`src/rtl/multicycle_ctrl_pkg.sv`:
```
// Shared RV32I control definitions: opcodes, FSM states, immediate formats, decoded control word.
// Used by the controller, its decoder and the immediate generator.
package multicycle_ctrl_pkg;

    localparam logic [6:0] OPC_LOAD   = 7'b0000011;
    localparam logic [6:0] OPC_STORE  = 7'b0100011;
    localparam logic [6:0] OPC_BRANCH = 7'b1100011;
    localparam logic [6:0] OPC_JAL    = 7'b1101111;
    localparam logic [6:0] OPC_JALR   = 7'b1100111;
    localparam logic [6:0] OPC_OPIMM  = 7'b0010011;
    localparam logic [6:0] OPC_OP     = 7'b0110011;
    localparam logic [6:0] OPC_LUI    = 7'b0110111;
    localparam logic [6:0] OPC_AUIPC  = 7'b0010111;

    localparam logic [1:0] WB_ALU = 2'd0;
    localparam logic [1:0] WB_MEM = 2'd1;
    localparam logic [1:0] WB_PC4 = 2'd2;

    typedef enum logic [2:0] {
        ST_FETCH  = 3'd0,
        ST_DECODE = 3'd1,
        ST_EXEC   = 3'd2,
        ST_MEM    = 3'd3,
        ST_WB     = 3'd4,
        ST_TRAP   = 3'd5
    } state_t;

    typedef enum logic [2:0] {
        IMM_I    = 3'd0,
        IMM_S    = 3'd1,
        IMM_B    = 3'd2,
        IMM_U    = 3'd3,
        IMM_J    = 3'd4,
        IMM_NONE = 3'd5
    } imm_sel_t;

    typedef struct packed {
        imm_sel_t   imm_sel;
        logic       legal;
        logic       is_mem;
        logic       is_store;
        logic       is_branch;
        logic       is_jump;
        logic       rf_we;
        logic       alu_a_sel;  // 1 = PC
        logic       alu_b_sel;  // 1 = immediate
        logic [1:0] wb_sel;
    } ctrl_t;

    // funct3 picks which ALU compare flag decides the branch
    function automatic logic br_taken(input logic [2:0] f3, input logic eq,
                                      input logic lt, input logic ltu);
        case (f3)
            3'b000:  return eq;
            3'b001:  return !eq;
            3'b100:  return lt;
            3'b101:  return !lt;
            3'b110:  return ltu;
            3'b111:  return !ltu;
            default: return 1'b0;
        endcase
    endfunction

endpackage

```
`src/rtl/multicycle_ctrl_if.sv`:
```
// Instruction/data memory request-acknowledge handshake between the controller and memory.
// Requests are held until the matching ack strobe; acks are single-cycle.
interface multicycle_ctrl_if;
    logic o_imem_req;
    logic i_imem_ack;
    logic o_dmem_req;
    logic o_dmem_we;
    logic i_dmem_ack;

    modport master (output o_imem_req, o_dmem_req, o_dmem_we,
                    input  i_imem_ack, i_dmem_ack);
    modport slave  (input  o_imem_req, o_dmem_req, o_dmem_we,
                    output i_imem_ack, i_dmem_ack);
endinterface

```
`src/rtl/multicycle_ctrl_decode.sv`:
```
// Combinational opcode-to-control decode; zero latency, no handshake.
module ctrl_decode
    import multicycle_ctrl_pkg::*;
(
    input  logic [6:0] opcode,
    output ctrl_t      ctrl
);

    always_comb begin
        ctrl         = '0;
        ctrl.imm_sel = IMM_NONE;
        ctrl.legal   = 1'b1;
        ctrl.wb_sel  = WB_ALU;
        case (opcode)
            OPC_LOAD: begin
                ctrl.imm_sel   = IMM_I;
                ctrl.is_mem    = 1'b1;
                ctrl.rf_we     = 1'b1;
                ctrl.alu_b_sel = 1'b1;
                ctrl.wb_sel    = WB_MEM;
            end
            OPC_STORE: begin
                ctrl.imm_sel   = IMM_S;
                ctrl.is_mem    = 1'b1;
                ctrl.is_store  = 1'b1;
                ctrl.alu_b_sel = 1'b1;
            end
            OPC_BRANCH: begin
                ctrl.imm_sel   = IMM_B;
                ctrl.is_branch = 1'b1;
            end
            OPC_JAL: begin
                ctrl.imm_sel   = IMM_J;
                ctrl.is_jump   = 1'b1;
                ctrl.rf_we     = 1'b1;
                ctrl.alu_a_sel = 1'b1;
                ctrl.alu_b_sel = 1'b1;
                ctrl.wb_sel    = WB_PC4;
            end
            OPC_JALR: begin
                ctrl.imm_sel   = IMM_I;
                ctrl.is_jump   = 1'b1;
                ctrl.rf_we     = 1'b1;
                ctrl.alu_b_sel = 1'b1;
                ctrl.wb_sel    = WB_PC4;
            end
            OPC_OPIMM: begin
                ctrl.imm_sel   = IMM_I;
                ctrl.rf_we     = 1'b1;
                ctrl.alu_b_sel = 1'b1;
            end
            OPC_OP: begin
                ctrl.rf_we     = 1'b1;
            end
            OPC_LUI: begin
                ctrl.imm_sel   = IMM_U;
                ctrl.rf_we     = 1'b1;
                ctrl.alu_b_sel = 1'b1;
            end
            OPC_AUIPC: begin
                ctrl.imm_sel   = IMM_U;
                ctrl.rf_we     = 1'b1;
                ctrl.alu_a_sel = 1'b1;
                ctrl.alu_b_sel = 1'b1;
            end
            default: ctrl.legal = 1'b0;
        endcase
    end

endmodule

```
`src/rtl/multicycle_ctrl.sv`:
```
// Multicycle RV32I control FSM with memory-wait timeout; 4 cycles/instr, 5 for LOAD/STORE, more while acks are late.
// Memory requests are held until ack or timeout; define RV32I_ILLEGAL_TRAP_EN to trap on unknown opcodes.
module multicycle_ctrl
    import multicycle_ctrl_pkg::*;
#(
    parameter int TIMEOUT_CYC = 16
) (
    input  logic                  i_clk,
    input  logic                  i_rst_n,
    input  logic [31:0]           i_inst,
    input  logic                  i_alu_eq,
    input  logic                  i_alu_lt,
    input  logic                  i_alu_ltu,
    multicycle_ctrl_if.master     mem,
    output logic                  o_ir_we,
    output logic                  o_pc_we,
    output logic                  o_rf_we,
    output imm_sel_t              o_imm_sel,
    output logic                  o_pc_sel,
    output logic                  o_alu_a_sel,
    output logic                  o_alu_b_sel,
    output logic [1:0]            o_wb_sel,
    output state_t                o_state,
    output logic                  o_retire,
`ifdef RV32I_ILLEGAL_TRAP_EN
    output logic                  o_illegal,
`endif
    output logic                  o_bus_err
);

    localparam int CW = $clog2(TIMEOUT_CYC + 1);

    state_t          state, state_nxt;
    ctrl_t           ctrl;
    logic [CW-1:0]   wait_cnt;
    logic            err_q;
    logic            waiting, ack, got, timeout, taken;
    logic            unused_inst;

    ctrl_decode u_decode (
        .opcode (i_inst[6:0]),
        .ctrl   (ctrl)
    );

    assign taken       = br_taken(i_inst[14:12], i_alu_eq, i_alu_lt, i_alu_ltu);
    assign unused_inst = ^{i_inst[31:15], i_inst[11:7]};
    assign o_state     = state;

    // The cycle after a bus error is a dead FETCH cycle so the abandoned request is visibly dropped
    always_comb begin
        waiting = 1'b0;
        ack     = 1'b0;
        case (state)
            ST_FETCH: begin
                waiting = !err_q;
                ack     = mem.i_imem_ack;
            end
            ST_MEM: begin
                waiting = 1'b1;
                ack     = mem.i_dmem_ack;
            end
            default: ;
        endcase
    end

    assign got     = waiting && ack;
    assign timeout = waiting && !ack && (wait_cnt == CW'(TIMEOUT_CYC - 1));

    always_ff @(posedge i_clk) begin
        if (!i_rst_n) state <= ST_FETCH;
        else          state <= state_nxt;
    end

    always_ff @(posedge i_clk) begin
        if (!i_rst_n) begin
            wait_cnt <= '0;
            err_q    <= 1'b0;
        end else begin
            err_q <= timeout;
            if (got || timeout || !waiting || (state_nxt != state)) wait_cnt <= '0;
            else                                                   wait_cnt <= wait_cnt + CW'(1);
        end
    end

    always_comb begin
        state_nxt = state;
        case (state)
            ST_FETCH:  if (got) state_nxt = ST_DECODE;
`ifdef RV32I_ILLEGAL_TRAP_EN
            ST_DECODE: state_nxt = ctrl.legal ? ST_EXEC : ST_TRAP;
            ST_TRAP:   state_nxt = ST_TRAP;
`else
            ST_DECODE: state_nxt = ST_EXEC;
`endif
            ST_EXEC:   state_nxt = ctrl.is_mem ? ST_MEM : ST_WB;
            ST_MEM: begin
                if (got)          state_nxt = ST_WB;
                else if (timeout) state_nxt = ST_FETCH;
            end
            ST_WB:     state_nxt = ST_FETCH;
            default:   state_nxt = ST_FETCH;
        endcase
    end

    // Everything is quiet while reset is held, whatever the state register says
    always_comb begin
        mem.o_imem_req = 1'b0;
        mem.o_dmem_req = 1'b0;
        mem.o_dmem_we  = 1'b0;
        o_ir_we        = 1'b0;
        o_pc_we        = 1'b0;
        o_rf_we        = 1'b0;
        o_imm_sel      = IMM_NONE;
        o_pc_sel       = 1'b0;
        o_alu_a_sel    = 1'b0;
        o_alu_b_sel    = 1'b0;
        o_wb_sel       = WB_ALU;
        o_retire       = 1'b0;
        o_bus_err      = 1'b0;
`ifdef RV32I_ILLEGAL_TRAP_EN
        o_illegal      = 1'b0;
`endif
        if (i_rst_n) begin
            o_bus_err = timeout;
            case (state)
                ST_FETCH: begin
                    mem.o_imem_req = !err_q;
                    o_ir_we        = got;
                end
                ST_DECODE, ST_EXEC, ST_MEM, ST_WB: begin
                    o_imm_sel   = ctrl.imm_sel;
                    o_alu_a_sel = ctrl.alu_a_sel;
                    o_alu_b_sel = ctrl.alu_b_sel;
                    o_wb_sel    = ctrl.wb_sel;
                    if (state == ST_MEM) begin
                        mem.o_dmem_req = 1'b1;
                        mem.o_dmem_we  = ctrl.is_store;
                    end
                    if (state == ST_WB) begin
                        o_pc_we  = 1'b1;
                        o_retire = 1'b1;
                        o_rf_we  = ctrl.rf_we;
                        o_pc_sel = ctrl.is_jump || (ctrl.is_branch && taken);
                    end
                end
`ifdef RV32I_ILLEGAL_TRAP_EN
                ST_TRAP: o_illegal = 1'b1;
`endif
                default: ;
            endcase
        end
    end

endmodule

```
`src/flat_wrapper.sv`:
```
// flat-port wrapper written by rule: the top's interface ports become plain ports
module multicycle_ctrl_flat import multicycle_ctrl_pkg::*;
#(
    parameter int TIMEOUT_CYC = 16
)
  (i_clk, i_rst_n, i_inst, i_alu_eq, i_alu_lt, i_alu_ltu, o_ir_we, o_pc_we, o_rf_we, o_imm_sel, o_pc_sel, o_alu_a_sel, o_alu_b_sel, o_wb_sel, o_state, o_retire, o_bus_err, mem_o_imem_req, mem_o_dmem_req, mem_o_dmem_we, mem_i_imem_ack, mem_i_dmem_ack);
  multicycle_ctrl_if mem_i ();
  input  logic i_clk;
  input  logic i_rst_n;
  input  logic [31:0] i_inst;
  input  logic i_alu_eq;
  input  logic i_alu_lt;
  input  logic i_alu_ltu;
  output logic o_ir_we;
  output logic o_pc_we;
  output logic o_rf_we;
  output imm_sel_t o_imm_sel;
  output logic o_pc_sel;
  output logic o_alu_a_sel;
  output logic o_alu_b_sel;
  output logic [1:0] o_wb_sel;
  output state_t o_state;
  output logic o_retire;
  output logic o_bus_err;
  output wire logic [$bits(mem_i.o_imem_req)-1:0] mem_o_imem_req;
  output wire logic [$bits(mem_i.o_dmem_req)-1:0] mem_o_dmem_req;
  output wire logic [$bits(mem_i.o_dmem_we)-1:0] mem_o_dmem_we;
  input wire logic [$bits(mem_i.i_imem_ack)-1:0] mem_i_imem_ack;
  input wire logic [$bits(mem_i.i_dmem_ack)-1:0] mem_i_dmem_ack;
  assign mem_o_imem_req = mem_i.o_imem_req;
  assign mem_o_dmem_req = mem_i.o_dmem_req;
  assign mem_o_dmem_we = mem_i.o_dmem_we;
  assign mem_i.i_imem_ack = mem_i_imem_ack;
  assign mem_i.i_dmem_ack = mem_i_dmem_ack;
  multicycle_ctrl #(.TIMEOUT_CYC(TIMEOUT_CYC)) u_core (.i_clk(i_clk), .i_rst_n(i_rst_n), .i_inst(i_inst), .i_alu_eq(i_alu_eq), .i_alu_lt(i_alu_lt), .i_alu_ltu(i_alu_ltu), .mem(mem_i), .o_ir_we(o_ir_we), .o_pc_we(o_pc_we), .o_rf_we(o_rf_we), .o_imm_sel(o_imm_sel), .o_pc_sel(o_pc_sel), .o_alu_a_sel(o_alu_a_sel), .o_alu_b_sel(o_alu_b_sel), .o_wb_sel(o_wb_sel), .o_state(o_state), .o_retire(o_retire), .o_bus_err(o_bus_err));
endmodule
```
`config.mk`:
```
export PLATFORM = sky130hd
export DESIGN_NAME = multicycle_ctrl_flat
export DESIGN_NICKNAME = d
export VERILOG_FILES = /design/src/rtl/multicycle_ctrl_pkg.sv /design/src/rtl/multicycle_ctrl_if.sv /design/src/rtl/multicycle_ctrl_decode.sv /design/src/rtl/multicycle_ctrl.sv /design/src/flat_wrapper.sv
export SDC_FILE = /design/constraint.sdc
export NUM_CORES = 1
export LEC_CHECK = 0
export BUFFER_PORTS_ARGS = -buffer_cell sky130_fd_sc_hd__buf_2
export CORE_ASPECT_RATIO = 1.2
export CORE_MARGIN = 2
export CORE_UTILIZATION = 37
export DETAILED_ROUTE_END_ITERATION = 7
export GPL_TIMING_DRIVEN = 0
export PLACE_DENSITY_LB_ADDON = 0.15
export REMOVE_ABC_BUFFERS = 1
export SETUP_SLACK_MARGIN = 0.02
export SYNTH_ARGS = -nofsm -noshare
export SYNTH_HDL_FRONTEND = slang
export SYNTH_SLANG_ARGS = --single-unit
```
`constraint.sdc`:
```
create_clock -name i_clk -period 2.3 [get_ports i_clk]
set_input_delay 0.23 -clock i_clk [delete_from_list [all_inputs] [get_ports i_clk]]
set_output_delay 0.23 -clock i_clk [all_outputs]
set_load 0.02 [all_outputs]
```
==> results of run 1 <==
## cells by family (layout without fill, tap and decap cells)
logic type | count (synthesis) | in the layout | share of synthesized area [%]
and+or+nand+nor | 52 | 52 | 41.6
AOI/OAI and AO/OA | 18 | 18 | 17.6
DFF | 9 | 9 | 26.7
buffers and inverters | 8 | 51 | 5.01
xor gates and xnor gates | 3 | 3 | 3.90
adders and majority gates | 2 | 2 | 3.71
muxes | 1 | 1 | 1.48
## power by group through the flow
| stage | registers [mW] | logic (mW) | clock network (mW) |
|---|---|---|---|
| after floorplan | 0.171 | 0.0482 | 0 |
| after global placement | 0.169 | 0.0860 | 0 |
| after detailed placement | 0.169 | 0.0873 | 0 |
| after CTS | 0.166 | 0.0882 | 0.128 |
| after global routing | 0.166 | 0.110 | 0.133 |
| final | 0.165 | 0.0985 | 0.124 |
## flip-flops by register name, summed over array words and instances (netlist names)
name,flops
u_core.err_q,1
u_core.wait_cnt,5
u_core.o_state,3
## worst max-delay path, stage by stage, from the launching register on
cell and delay [ps]:
dfxtp_4 350, or2_4 270, nor2_4 140, a21oi_4 60, or4_4 480, a211o_1 250
buf_6 130
## final cells by class
class                      instances  area, sq um
clock buffer                       3         22.5
clock inverter                     1         5.00
fill                             173          729
inverter                           6         22.5
multi-input combinational         76          468
sequential                         9          185
tap                               18         22.5
timing repair buffer              41          226
## stage by stage
| stage | setup WS (ps) | total power [mW] | instance area [sq um] |
|---|---|---|---|
| 2_1_floorplan | 92.8 | 0.220 | 663 |
| 3_3_place_gp | 185 | 0.255 | 861 |
| 3_5_place_dp | 174 | 0.257 | 861 |
| 4_1_cts | 25.6 | 0.383 | 898 |
| 5_1_grt | 39.2 | 0.408 | 952 |
| 6_report | 102 | 0.387 | 952 |
## synth_stat cells, drive strengths merged, types with 2 or more instances
cell type  number  area share [%]
a21oi           7             5.8
a31oi           2             1.9
and2b           2             2.4
and3            3             2.8
dfxtp           9              27
ha              2             3.7
inv             6             3.3
nand2          15             8.3
nand2b          3             2.8
nor2           10             6.7
nor2b           2             1.9
nor3            6             4.5
nor4            3             2.8
o21ai           2             1.5
xnor2           2             2.6
## how the worst max path moves through the flow
stage / depth (start not counted) / slack, ps / endpoint
6_report: 6 / 100 / o_imm_sel[0]
5_1_grt: 6 / 40 / o_imm_sel[0]
4_1_cts: 6 / 30 / o_imm_sel[0]
3_5_place_dp: 6 / 170 / o_imm_sel[0]
3_3_place_gp: 6 / 190 / o_imm_sel[0]
2_1_floorplan: 5 / 90 / o_imm_sel[0]
## what timing repair did
action,CTS,global route
buffers inserted,1,5
pin swaps,1,4
gates resized for setup,2,4
endpoints found under the setup margin,2,1
hold buffers,0,0
## metal layers
layer	vias up	share of wire, %
li1	415	-
met1	365	42
met2	25	51
met3	3	6.1
met4	0	1.4
met5	-	0
==> summary.md, run 1 <==
| Metric | Value |
|---|---|
| Synthesis warning total | `0` |
| Hold EP | `u_core.o_state[1]` |
| Asr flop ratio synth | `0%` |
| Crit. Startpoint | `u_core.o_state[1]` |
| Hold crit path type | `in -> reg` |
| RSZ-0062 raised after global routing | `no` |
| WHS Path Cells | `4` |
| RePlAce Congestion | `about 0.87` |
| Starting DRT DRC Count | `16` |
| Post-layout util | `a little under three fifths` |
| Post-synth EDFFs | `0` |
| Cells on worst reg2reg path | `5` |
| DR vias/cell | `5.25` |
| GRT Overall Usage | `16.5%` |
| Min-delay src | `mem_i_dmem_ack` |
| Mapped Area | `674 sq um` |
| Slew @ Worst Pin | `~850 ps` |
| Die Area | `between 0.002 and 0.0025 sq mm` |
| Initial Util | `between 40% and 50%` |
| Share of cells above drive strength 1 | `approximately two fifths` |
| Post-synth top flop | `dfxtp_1` |
| Routed wire per std cell | `11.2 microns` |
| Cell variety after synth | `37` |
| CP Class | `reg -> out` |
| Max Freq | `455 MHz` |
| Tmin final | `2200 ps` |
| Final worst-path cycle share | `between 90% and 100%` |
| Syn Area/Cell | `slightly above 7 sq um` |
| FP Rows | `16` |
| WHS | `about 280 ps` |
| Clk slew on worst S/H paths | `around 70 ps` |
| DIE HEIGHT | `just over 50 microns` |
| Switching Power | `roughly 120 uW` |
| Initial antenna violation count | `0` |
| Critical Path Source Type | `flop` |
| Commonest non-fill, non-tap cell in the layout | `buf_2` |
| Met1 usage | `19.4%` |
| Critical Path End Type | `output pin` |
| Ports | `between 50 and 60` |
| Cells after synthesis | `between 90 and 100` |
| Clock power share | `about a third` |
| Die Span X | `about 43 microns` |
| Sw frac | `a little under a third` |
| Power Dens Cells | `between 400 and 500 mW/mm^2` |
| Critical Path Fanout Max | `6` |
| Reg2reg end | `u_core.wait_cnt[2]` |
| CTS root buffer | `clkbuf_4` |
| Skew final | `about 11 ps` |
| Largest net degree at the start of global routing | `10` |
| Yosys reg bits | `9` |
| CTS sink cnt | `9` |
| Hold violation count in the final report | `0` |
| Busiest grt layer | `met2` |
| Global-route wire length before repair | `between 2000 and 3000 microns` |
| # setup viols final | `0` |
| GR Util met3 | `roughly 2.5%` |
| Total CTS buffers | `3` |
| Worst-case vdd ir drop | `323 uV` |
| Setup total negative slack | `0 ps` |
| Routed Antenna Nets | `0` |
| Most frequent cells in the layout | `34 x buf_2, 15 x nand2_1, 9 x nor2_1` |
| Sequential area share after synthesis | `a little over a quarter` |
| WP data arrival | `about 2000 ps` |
| Core Box Area | `around 0.0017 sq mm` |
| Worst R2R Start | `u_core.wait_cnt[0]` |
| Clk buf depth | `2` |
| Internal power | `around 270 uW` |
| Headroom to the max-slew limit | `a little over two fifths` |
| Clock Latency Late Sink | `between 200 and 300 ps` |
| Seq pwr share | `a little over two fifths` |
| Final wirelength | `1730 microns` |
| Comb pwr share | `roughly 25%` |
| Total gr overflow | `0` |
| Leak | `around 0.46 nW` |
| Placed cells | `around 140` |
| DRC | `0` |
| Number of global-route vias before repair | `710` |
| Worst endpoint required time | `around 2100 ps` |
| Synth-to-layout area growth | `41.2%` |
| MaxCap Viol Count | `0` |
| CTS tree | `built` |
| Post-route insts no fill | `between 150 and 200` |
| Drt first pass iters | `4` |
| Met2 usage | `just under 30%` |
| Final nets | `around 180` |
| DP Wirelength | `between 1000 and 1500 microns` |
| Vias after detailed routing | `between 800 and 900` |
| Final antenna diode count | `0` |
| Flop2flop setup slack | `roughly 740 ps` |
| PortBufs | `35` |
| Fin. max-slew vios | `0` |
| CTS H-tree depth | `1` |
| Status | `finished, final reports clean` |
No activity file was read; power rests on OpenSTA's default activity.
==> inputs of run 2 (changes only) <==
Settings changed: PLACE_DENSITY set to 0.78, PLACE_DENSITY_LB_ADDON 0.15 to not set.
==> summary.md, run 2 (synthesized netlist as in run 1, its figures left out) <==
| Metric | Value |
|---|---|
| Slew @ Worst Pin | `between 900 and 1000 ps` |
| Max Freq | `450 MHz` |
| Vias after detailed routing | `around 830` |
| Critical Path End Type | `output pin` |
| Initial antenna violation count | `0` |
| DIE HEIGHT | `approximately 50 microns` |
| Worst endpoint required time | `approximately 2100 ps` |
| Setup total negative slack | `0 ps` |
| RePlAce Congestion | `0.936` |
| CTS tree | `built` |
| Tmin final | `between 2000 and 2500 ps` |
| Hold violation count in the final report | `0` |
| Clock Latency Late Sink | `260 ps` |
| Max FFs per register | `5` |
| Met2 usage | `between 30% and 40%` |
| DP Wirelength | `approximately 1400 microns` |
| Clock power share | `31.6%` |
| Final nets | `176` |
| CP cell instances | `or2_4 -> nor2_4 -> a21oi_4 -> or4_4 -> a211o_1 -> buf_4` |
| Busiest grt layer | `met2` |
| Share of cells above drive strength 1 | `37.3%` |
| Overall power | `roughly 380 uW` |
| Placed cells | `about 140` |
| GRT Overall Usage | `17.6%` |
| Critical Path Fanout Max | `7` |
| Core Box Area | `0.00168 sq mm` |
| Post-route insts no fill | `roughly 150` |
| DRC | `0` |
| Ports | `58` |
| Met1 usage | `between 20% and 30%` |
| Commonest non-fill, non-tap cell in the layout | `buf_2` |
| PortBufs | `35` |
| Sw frac | `about 30%` |
| Drt first pass iters | `4` |
| Fin. max-slew vios | `0` |
| CTS H-tree depth | `1` |
| Layout fillers | `between 150 and 200` |
| Starting DRT DRC Count | `25` |
| DR vias/cell | `between 5 and 6` |
| MaxCap Viol Count | `0` |
| Number of global-route vias before repair | `~750` |
| GR Util met3 | `roughly 3.2%` |
| Initial Util | `40.1%` |
| WP data arrival | `just under 2000 ps` |
| Biggest register | `u_core.wait_cnt` |
| Bufs and invs on worst path | `1` |
| # setup viols final | `0` |
| Largest net degree at the start of global routing | `10` |
| Seq pwr share | `a little over two fifths` |
| Slowest stage cell, crit path | `or4_4` |
| Internal power | `270 uW` |
| CP Class | `reg -> out` |
| Global-route wire length before repair | `between 3000 and 4000 microns` |
| Die Area | `about 0.0022 sq mm` |
| Flop2flop setup slack | `around 650 ps` |
| Critical Path Source Type | `flop` |
| RSZ-0062 raised after global routing | `no` |
| Leak | `0.444 nW` |
| Headroom to the max-slew limit | `a little under two fifths` |
| Final worst-path cycle share | `96.7%` |
| Longest individual stage delay on the worst path | `slightly above 500 ps` |
| Crit-path leading delay family | `simple AND/OR/NAND/NOR gates` |
| Routed Antenna Nets | `0` |
| Skew final | `3.99 ps` |
| Most frequent cells in the layout | `34 x buf_2, 15 x nand2_1, 9 x nor2_1` |
| Final antenna diode count | `0` |
| Final wirelength | `1830 microns` |
| CTS root buffer | `clkbuf_4` |
| Total CTS buffers | `3` |
| Switching Power | `roughly 110 uW` |
| Comb pwr share | `about a quarter` |
| Power Dens Cells | `between 400 and 500 mW/mm^2` |
| Status | `finished, final reports clean` |
| Synth-to-layout area growth | `38.2%` |
| Clk slew on worst S/H paths | `roughly 60 ps` |
| Worst-case vdd ir drop | `300 uV` |
| Total gr overflow | `0` |
| CTS sink cnt | `9` |
| Die Span X | `~43 microns` |
| FP Rows | `16` |
| Hold crit path type | `in -> reg` |
| Clk buf depth | `2` |
| Routed wire per std cell | `between 10 and 15 microns` |
-- run 2: changes by cell type in the layout (fill, tap and decap cells not counted) --
cell / delta
buf_4: -1
buf_6: -1
clkinv_2: -1
clkbuf_1: +1
-- run 2: timing repair --
action,in CTS,in global routing
gates cloned,0,0
setup buffers,1,3
gates resized for setup,1,4
pin swaps,1,3
endpoints found under the setup margin,1,1
hold buffers,0,0
-- run 2: final cells by class --
class	instances	area, sq um	area share (%)
tap	18	22.5	2.42
timing repair buffer	39	208	22.3
sequential	9	185	19.9
multi-input combinational	76	468	50.2
clock buffer	4	26.3	2.82
inverter	6	22.5	2.42
-- run 2: path summary, 6_finish.rpt --
| check | end | cells after the start | from |
|---|---|---|---|
| setup reg to reg | u_core.wait_cnt[3] | 5 | u_core.o_state[1] |
| hold reg to reg | u_core.wait_cnt[0] | 1 | u_core.wait_cnt[0] |
| setup / recovery | o_imm_sel[0] | 6 | u_core.o_state[1] |
| hold / removal | u_core.o_state[1] | 4 | mem_i_dmem_ack |
-- run 2: worst reg2reg max path, stage by stage, from the launching register on --
cell and delay (ps):
dfxtp_4 360, or2_4 270, buf_4 150, o32a_1 290, or3_1 400, nor2_1 120
-- run 2: per-stage QoR --
| stage | setup slack, ps | area [sq um] | hold WS (ps) | utilization (%) |
|---|---|---|---|---|
| CTS | 29.8 | 896 | 307 | 53.3 |
| detailed placement | 207 | 861 | 446 | 51.2 |
| global route | 29.7 | 932 | 329 | 55.4 |
| global placement | 214 | 861 | 427 | 51.2 |
| finish | 76.3 | 932 | 305 | 55.4 |
| floorplan | 92.8 | 663 | 410 | - |
-- run 2: power by group through the flow --
stage | combinational [mW] | clock [mW] | sequential [mW]
after floorplan | 0.0482 | 0 | 0.171
after detailed placement | 0.0878 | 0 | 0.169
final | 0.0973 | 0.121 | 0.166
after CTS | 0.0887 | 0.125 | 0.166
after global placement | 0.0852 | 0 | 0.169
after global routing | 0.108 | 0.130 | 0.166
-- run 2: per-layer routing --
| metal | routed length, microns | share of wire (%) |
|---|---|---|
| met1 | 747 | 41 |
| met2 | 861 | 47 |
| met3 | 207 | 11 |
| met4 | 17 | 0.93 |
| met5 | 0 | 0 |
==> inputs of run 3 (changes only) <==
Settings changed: PLACE_DENSITY 0.78 to not set, PLACE_DENSITY_LB_ADDON set to 0.1.
==> summary.md, run 3 (synthesized netlist as in run 1, its figures left out) <==
| Metric | Value |
|---|---|
| Final worst-path cycle share | `a little over nine tenths` |
| Worst endpoint required time | `approximately 2100 ps` |
| Layout fillers | `approximately 180` |
| Met2 wire length | `a little over 900 microns` |
| Die Span X | `around 43 microns` |
| Power Dens Cells | `about 410 mW/mm^2` |
| Routed Antenna Nets | `0` |
| Final nets | `between 150 and 200` |
| Max Freq | `~450 MHz` |
| Slew @ Worst Pin | `just over 900 ps` |
| Met3 Wirelength | `about 120 microns` |
| CTS tree | `built` |
| Worst-case vdd ir drop | `around 310 uV` |
| Clk buf depth | `2` |
| Slowest stage cell, crit path | `or4_4` |
| Routed wire per std cell | `roughly 12 microns` |
| DIE HEIGHT | `between 50 and 60 microns` |
| Skew final | `8.44 ps` |
| Initial Util | `between 40 and 50%` |
| MaxCap Viol Count | `0` |
| RePlAce Congestion | `0.859` |
| Clock Latency Late Sink | `260 ps` |
| DR vias/cell | `approximately 5.2` |
| Critical Path End Type | `output pin` |
| CTS H-tree depth | `1` |
| Critical Path Fanout Max | `6` |
| DP Area | `around 860 sq um` |
| PortBufs | `35` |
| Final wirelength | `1850 microns` |
| Final antenna diode count | `0` |
| WHS | `~300 ps` |
| Commonest non-fill, non-tap cell in the layout | `buf_2` |
| Largest net degree at the start of global routing | `10` |
| # setup viols final | `0` |
| CTS root buffer | `clkbuf_4` |
| Overall power | `approximately 390 uW` |
| Number of global-route vias before repair | `between 700 and 800` |
| Drt first pass iters | `4` |
| Longest individual stage delay on the worst path | `510 ps` |
| DR top layer | `met4` |
| FP Rows | `16` |
| CTS sink cnt | `9` |
| RSZ-0062 raised after global routing | `no` |
| Starting DRT DRC Count | `9` |
| Ports | `a little under 60` |
| Die Area | `0.00218 sq mm` |
| Headroom to the max-slew limit | `a little under two fifths` |
| WL met1 | `between 700 and 800 microns` |
| Status | `finished, final reports clean` |
| WP data arrival | `between 2000 and 2500 ps` |
| Total gr overflow | `0` |
| Hold violation count in the final report | `0` |
| Most frequent cells in the layout | `34 x buf_2, 15 x nand2_1, 9 x nor2_1` |
| GRT Overall Usage | `17.7%` |
| Setup total negative slack | `0 ps` |
| Initial antenna violation count | `0` |
| Share of cells above drive strength 1 | `between 30% and 40%` |
| Leak | `approximately 0.45 nW` |
| Tmin final | `roughly 2200 ps` |
| Hold crit path type | `in -> reg` |
| Critical Path Source Type | `flop` |
| Fin. max-slew vios | `0` |
| CP Class | `reg -> out` |
| Global-route wire length before repair | `between 3000 and 4000 microns` |
| Clk slew on worst S/H paths | `70 ps` |
| Synth-to-layout area growth | `39.7%` |
| CP cell instances | `or2_4 -> nor2_4 -> a21oi_4 -> or4_4 -> a211o_1 -> buf_4` |
| Final Cell Area | `about 940 sq um` |
| Biggest register | `u_core.wait_cnt` |
| Max FFs per register | `5` |
| Total CTS buffers | `3` |
| DP Wirelength | `1390 microns` |
| DRC | `0` |
| Core Box Area | `between 0.0015 and 0.002 sq mm` |
| Vias after detailed routing | `799` |
-- run 3: changes by cell type in the layout (fill, tap and decap cells not counted), sizes merged --
| cell | previous run | this run |
|---|---|---|
| buf | 39 | 40 |
-- run 3: critical path: cells and delay by family, from the launching register on --
| kind | cells | cell delay, ps |
|---|---|---|
| buffers and inverters | 1 | 160 |
| AOI/OAI and AO/OA | 2 | 300 |
| DFF | 1 | 360 |
| and+or+nand+nor | 3 | 920 |
-- run 3: layout make-up --
class / count / area (sq um) / share of cell area [%]
Clock buffer: 4 / 26.3 / 2.79
Inverter: 6 / 22.5 / 2.39
Multi-Input combinational cell: 76 / 468 / 49.7
Sequential cell: 9 / 188 / 19.9
Tap cell: 18 / 22.5 / 2.39
Timing Repair Buffer: 40 / 215 / 22.8
-- run 3: layer usage --
| metal | GRT usage [%] | vias to the layer above |
|---|---|---|
| li1 | - | 417 |
| met1 | 21.0 | 355 |
| met2 | 30.8 | 25 |
| met3 | 1.44 | 2 |
| met4 | 10.1 | 0 |
| met5 | 0 | - |
-- run 3: final timing paths --
path | startpoint | to | slack (ps) | depth (start not counted)
hold / removal | mem_i_dmem_ack | u_core.o_state[2] | 290 | 3
setup / recovery | u_core.o_state[1] | o_imm_sel[0] | 60 | 6
setup reg to reg | u_core.o_state[1] | u_core.wait_cnt[3] | 640 | 5
hold reg to reg | u_core.wait_cnt[0] | u_core.wait_cnt[0] | 450 | 1
-- run 3: timing repair --
| action | 4_1_cts | 5_1_grt |
|---|---|---|
| hold buffers | 0 | 0 |
| setup buffers | 1 | 4 |
| gates resized for setup | 2 | 4 |
| setup endpoints to repair | 1 | 1 |
| pin swaps | 1 | 3 |
-- run 3: metrics by stage --
step           util [%]  std cells  worst slack (ps)
3_3_place_gp       51.2        144               199
6_report           56.0        153              57.1
5_1_grt            56.0        153              6.84
4_1_cts            53.3        149              26.3
2_1_floorplan         -         91              92.8
3_5_place_dp       51.2        144               193
-- run 3: power breakdown --
| part | switching [mW] | internal (mW) | leakage, nW |
|---|---|---|---|
| combinational | 0.0548 | 0.0430 | 0.360 |
| sequential | 0.00520 | 0.160 | 0.0745 |
| clock | 0.0581 | 0.0669 | 0.0150 |
